<file path="src/rtl/aes_round_sequencer.sv">
// Iterative AES round controller: owns the state register, whitens with key 0, then runs NR rounds.
// Latency NR cycles accept-to-out_valid; result held in DONE until out_ready; in_ready low while busy.
// Build option AES_SEQ_DECRYPT_EN adds dec/rnd_dec and descending round-key indices for decryption.
module aes_round_sequencer #(
  parameter int NR = 10
) (
  input  logic         clk,
  input  logic         rst_n,
  input  logic         flush,
  input  logic         key_ready,
  input  logic         in_valid,
  output logic         in_ready,
  input  logic [127:0] in_data,
  output logic [3:0]   rk_idx,
  input  logic [127:0] rk,
  output logic [127:0] rnd_state,
  output logic         rnd_final,
  input  logic [127:0] rnd_out,
  output logic         out_valid,
  input  logic         out_ready,
  output logic [127:0] out_data,
  output logic         busy
`ifdef AES_SEQ_DECRYPT_EN
  ,
  input  logic         dec,
  output logic         rnd_dec
`endif
);

  localparam logic [3:0] NR_L = 4'(NR);

  typedef enum logic [1:0] {IDLE, ROUND, DONE} state_e;

  state_e        fsm_q;
  logic [3:0]    rnd_q;
  logic [127:0]  data_q;
  logic          out_valid_q;
  logic          busy_q;
  logic          fin_q;
  logic [3:0]    idx_q;
  logic          dec_q;
  logic          dec_in;
  logic [3:0]    idle_idx;
  logic [3:0]    rnd_inc;

`ifdef AES_SEQ_DECRYPT_EN
  assign dec_in  = dec;
  assign rnd_dec = dec_q;
`else
  assign dec_in  = 1'b0;
`endif

  // Decryption walks the key schedule backwards: round r uses key NR-r.
  function automatic logic [3:0] round_idx(input logic [3:0] r, input logic d);
    return d ? (NR_L - r) : r;
  endfunction

  assign idle_idx = dec_in ? NR_L : 4'd0;
  assign rnd_inc  = rnd_q + 4'd1;

  assign in_ready  = (fsm_q == IDLE) && key_ready && !flush;
  assign rk_idx    = (fsm_q == ROUND) ? idx_q : idle_idx;
  assign rnd_state = data_q;
  assign rnd_final = fin_q;
  assign out_valid = out_valid_q;
  assign out_data  = data_q;
  assign busy      = busy_q;

  always_ff @(posedge clk or negedge rst_n) begin
    if (!rst_n) begin
      fsm_q       <= IDLE;
      rnd_q       <= 4'd0;
      data_q      <= '0;
      out_valid_q <= 1'b0;
      busy_q      <= 1'b0;
      fin_q       <= 1'b0;
      idx_q       <= 4'd0;
      dec_q       <= 1'b0;
    end else if (flush) begin
      // Abort keeps the state register contents; only control returns to IDLE.
      fsm_q       <= IDLE;
      rnd_q       <= 4'd0;
      out_valid_q <= 1'b0;
      busy_q      <= 1'b0;
      fin_q       <= 1'b0;
      idx_q       <= 4'd0;
    end else begin
      case (fsm_q)
        IDLE: begin
          if (in_valid && in_ready) begin
            data_q <= in_data ^ rk;
            rnd_q  <= 4'd1;
            fsm_q  <= ROUND;
            busy_q <= 1'b1;
            fin_q  <= (NR_L == 4'd1);
            idx_q  <= round_idx(4'd1, dec_in);
            dec_q  <= dec_in;
          end
        end
        ROUND: begin
          data_q <= rnd_out;
          if (rnd_q == NR_L) begin
            fsm_q       <= DONE;
            out_valid_q <= 1'b1;
            fin_q       <= 1'b0;
            idx_q       <= 4'd0;
          end else begin
            rnd_q <= rnd_inc;
            fin_q <= (rnd_inc == NR_L);
            idx_q <= round_idx(rnd_inc, dec_q);
          end
        end
        DONE: begin
          if (out_ready) begin
            fsm_q       <= IDLE;
            out_valid_q <= 1'b0;
            busy_q      <= 1'b0;
          end
        end
        default: fsm_q <= IDLE;
      endcase
    end
  end

endmodule

</file>
<file path="config.mk">
export PLATFORM = sky130hd
export DESIGN_NAME = aes_round_sequencer
export DESIGN_NICKNAME = d
export VERILOG_FILES = /design/src/rtl/aes_round_sequencer.sv
export SDC_FILE = /design/constraint.sdc
export NUM_CORES = 1
export LEC_CHECK = 0
export ABC_AREA = 0
export CORE_AREA = 2 2 254 256
export CTS_CLUSTER_SIZE = 28
export DETAILED_ROUTE_END_ITERATION = 8
export DIE_AREA = 0 0 256 258
export SLEW_MARGIN = 20
export SYNTH_ARGS = -nofsm -noshare
export SYNTH_HDL_FRONTEND = slang
export SYNTH_SLANG_ARGS = --single-unit
export TNS_END_PERCENT = 10
</file>
<file path="constraint.sdc">
create_clock -name clk -period 3.6 [get_ports clk]
set_clock_uncertainty 0.2 [all_clocks]
set_input_delay 0.54 -clock clk [delete_from_list [all_inputs] [get_ports clk]]
set_output_delay 0.54 -clock clk [all_outputs]
set_load 0.02 [all_outputs]
</file>
==> flow_summary.yaml <==
run_status:
  status: "finished clean"
floorplanning:
  die_h_um: 258
  placementRows: 93
  coreArea_um2: 63600
  die_area_um2: 66000
  die_x_um: 256
  start_util_pct: 15.4
  ios: 654
cells_and_area:
  drive_gt1_share_pct: 23.5
  fin_area_um2: 16900
  syn2layout_area_growth_pct: 72.6
  layoutNonFillerInstCount: 2126
  nets: 1651
  diodes: 0
cts:
  cts_buffers: 17
  htreeDepth: 4
  cts_resized: 0
  clock_sinks: 141
  tritoncts: "built"
  path_clk_slew_ns: 0.07
  clock-root-buffer: "clkbuf_16"
  post_cts_buffers: 0
  clk_latency_ns: 0.47
  clockBufferDepth: 2
synthesis:
  ys_top_cells_by_area: "dfrtp_1 36%, mux2_4 27%, xor2_1 11%"
  syn_inst: 735
  ys_warn_count: 0
  ys.flop_type: "dfrtp_1"
  netlist_area_um2: 9780
  synth_fp_nets: 1128
  synthArstFlopShare_pct: 100
  post-synth-top-count-cell: "mux2_4"
  yosys.area.top_type: "dfrtp_1"
  avgSynthCellArea_um2: 13.3
  netlist.area_leader.share_pct: 36.1
  ys_ff_latch: 141
  synth_enable_flop_cells: 0
  ys_types: 35
  ys_seq_area_share_pct: 36.1
  synth_common_cells: "174 x mux2_4, 141 x dfrtp_1, 139 x buf_4"
sta:
  post-route-period-util_pct: 82.9
  worstMarginPinSlew_ns: 0.617
  rsz0062_at_grt: "no"
  post-route-min-period_ns: 2.98
  fin_setup_tns_ns: 0
  fmax_ghz: 0.335
  report.final.setup_viol: 0
  slew_headroom_pct: 58.8
  report.final.slew_viol_count: 0
  hold_viol: 0
setup_path:
  critPathRequiredTime_ns: 2.86
  r2r_cells: 4
  worstSetupEndpointType: "output pin"
  cp_cell_sequence: "nand2b_4 -> nor2_1 -> clkdlybuf4s50_1"
  crit_slowest_cell: "clkdlybuf4s50_1"
  start_kind: "flop"
  critPathMaxStageDelay_ns: 0.63
  cp.arrival_ns: 2.24
  crit_fanout: 26
  crit_type: "flop to output pin"
placed_design:
  place_area_um2: 16300
  port_buffers: 653
  placed_cells: 2093
  place_congestion: 0.842
  dp_hpwl_um: 26400
route:
  dr.pass1.iters: 6
  drtIter0Drc: 156
  num_vias: 7264
  post_drt_wl_per_cell_um: 15.4
  drc: 0
  drt-vias-per-instance: 3.42
  ant_nets: 0
  routed_wl_um: 32600
hold_path:
  hold_path_depth: 1
  holdCritPathClass: "flop to flop"
global_route:
  grt_pass1_wl_um: 48600
  antenna_found_initial: 1
  grt.total_usage_pct: 9.81
  overflow: 0
  grt_pass1_vias: 7978
  grt_start_max_net_pins: 76
power:
  peakVddDrop_mv: 0.295
  p_leak_nw: 7.00
  p_per_area_nw_per_um2: 531
run:
  max-cap-violations: 0
[power by group]
| group | internal, mW | total [mW] | leakage, nW | switching, mW |
|---|---|---|---|---|
| sequential | 2.03 | 2.51 | 1.68 | 0.484 |
| combinational | 2.65 | 4.63 | 5.06 | 1.98 |
| clock | 1.03 | 1.83 | 0.268 | 0.803 |
| total | 5.71 | 8.97 | 7.00 | 3.27 |
[sequential cells by signal (all words and copies together) (netlist names)]
name,flops
busy,1
fsm_q,2
idx_q,4
out_data,128
out_valid,1
rnd_final,1
rnd_q,4
[critical path, delay by kind of cell, from the launching register on]
kind | cells | cell delay [ns]
buffers and inverters | 1 | 0.63
and+or+nand+nor | 2 | 0.65
DFF | 1 | 0.50
[path summary, 6_finish.rpt]
check	from	to	slack, ns
setup / recovery	fsm_q[1]	rk_idx[0]	0.62
hold / removal	idx_q[1]	idx_q[1]	0.29
setup reg to reg	fsm_q[1]	out_data[100]	1.08
hold reg to reg	idx_q[1]	idx_q[1]	0.29
max in group asynchronous	rst_n	idx_q[1]	2.06
min in group asynchronous	rst_n	out_data[22]	0.32
[per-layer routing]
| metal | vias up | routed length (µm) | global-route usage (%) |
|---|---|---|---|
| met5 | - | 13 | 0 |
| met4 | 2 | 596 | 3.75 |
| met3 | 27 | 1970 | 2.73 |
| met2 | 367 | 17300 | 18.1 |
| met1 | 3442 | 12800 | 10.7 |
| li1 | 3426 | - | - |
[cell usage in the layout (no fill, tap or decap), types with 3 or more instances in the layout]
cell type        netlist  final
clkdlybuf4s50_1        0    652
mux2_4               174    174
buf_12                 0      6
nand2_1                6      6
and2_1                 3      3
clkinvlp_4             0      6
buf_4                139      3
a21oi_1                4      4
clkbuf_16              0     17
inv_1                  5      5
mux2_2                82     82
xor2_1               128    128
inv_6                  0      4
dfrtp_1              141    141
ha_1                   3      3
[through the flow]
stage                     util, %  worst slack [ns]  hold WS, ns  power (mW)
final                        26.5             0.616        0.290        8.97
after global routing         26.5             0.433        0.310        9.43
after CTS                    26.5             0.525        0.274        9.17
after detailed placement     25.6             0.753        0.260        7.22
after global placement       25.6             0.785        0.253        7.19
after floorplan                 -              1.31       0.0444        5.21
[layout make-up]
type | count | area (µm²)
clock buffers | 18 | 429
clock inverters | 14 | 160
fillers | 6590 | 46800
inverters | 5 | 18.8
multi-input cells | 430 | 4990
flip-flops and latches | 141 | 3530
well taps | 855 | 1070
repair buffers | 663 | 6690
[kinds of logic (layout without fill, tap and decap cells)]
kind of cell / count (synthesis) / in the layout / share of synthesized area, %
and+or+nand+nor: 22 / 22 / 1.41
xor gates and xnor gates: 130 / 130 / 11.6
buffers and inverters: 164 / 700 / 13.0
AOI/OAI and AO/OA: 19 / 19 / 1.37
DFF: 141 / 141 / 36.1
adders and majority gates: 3 / 3 / 0.384
muxes: 256 / 256 / 36.1
[timing repair]
item | in CTS | in global routing
hold buffers | 1 | 0
endpoints found under the hold margin | 31 | 0
setup endpoints to repair | 0 | 0
No activity file was read; power rests on OpenSTA's default activity.
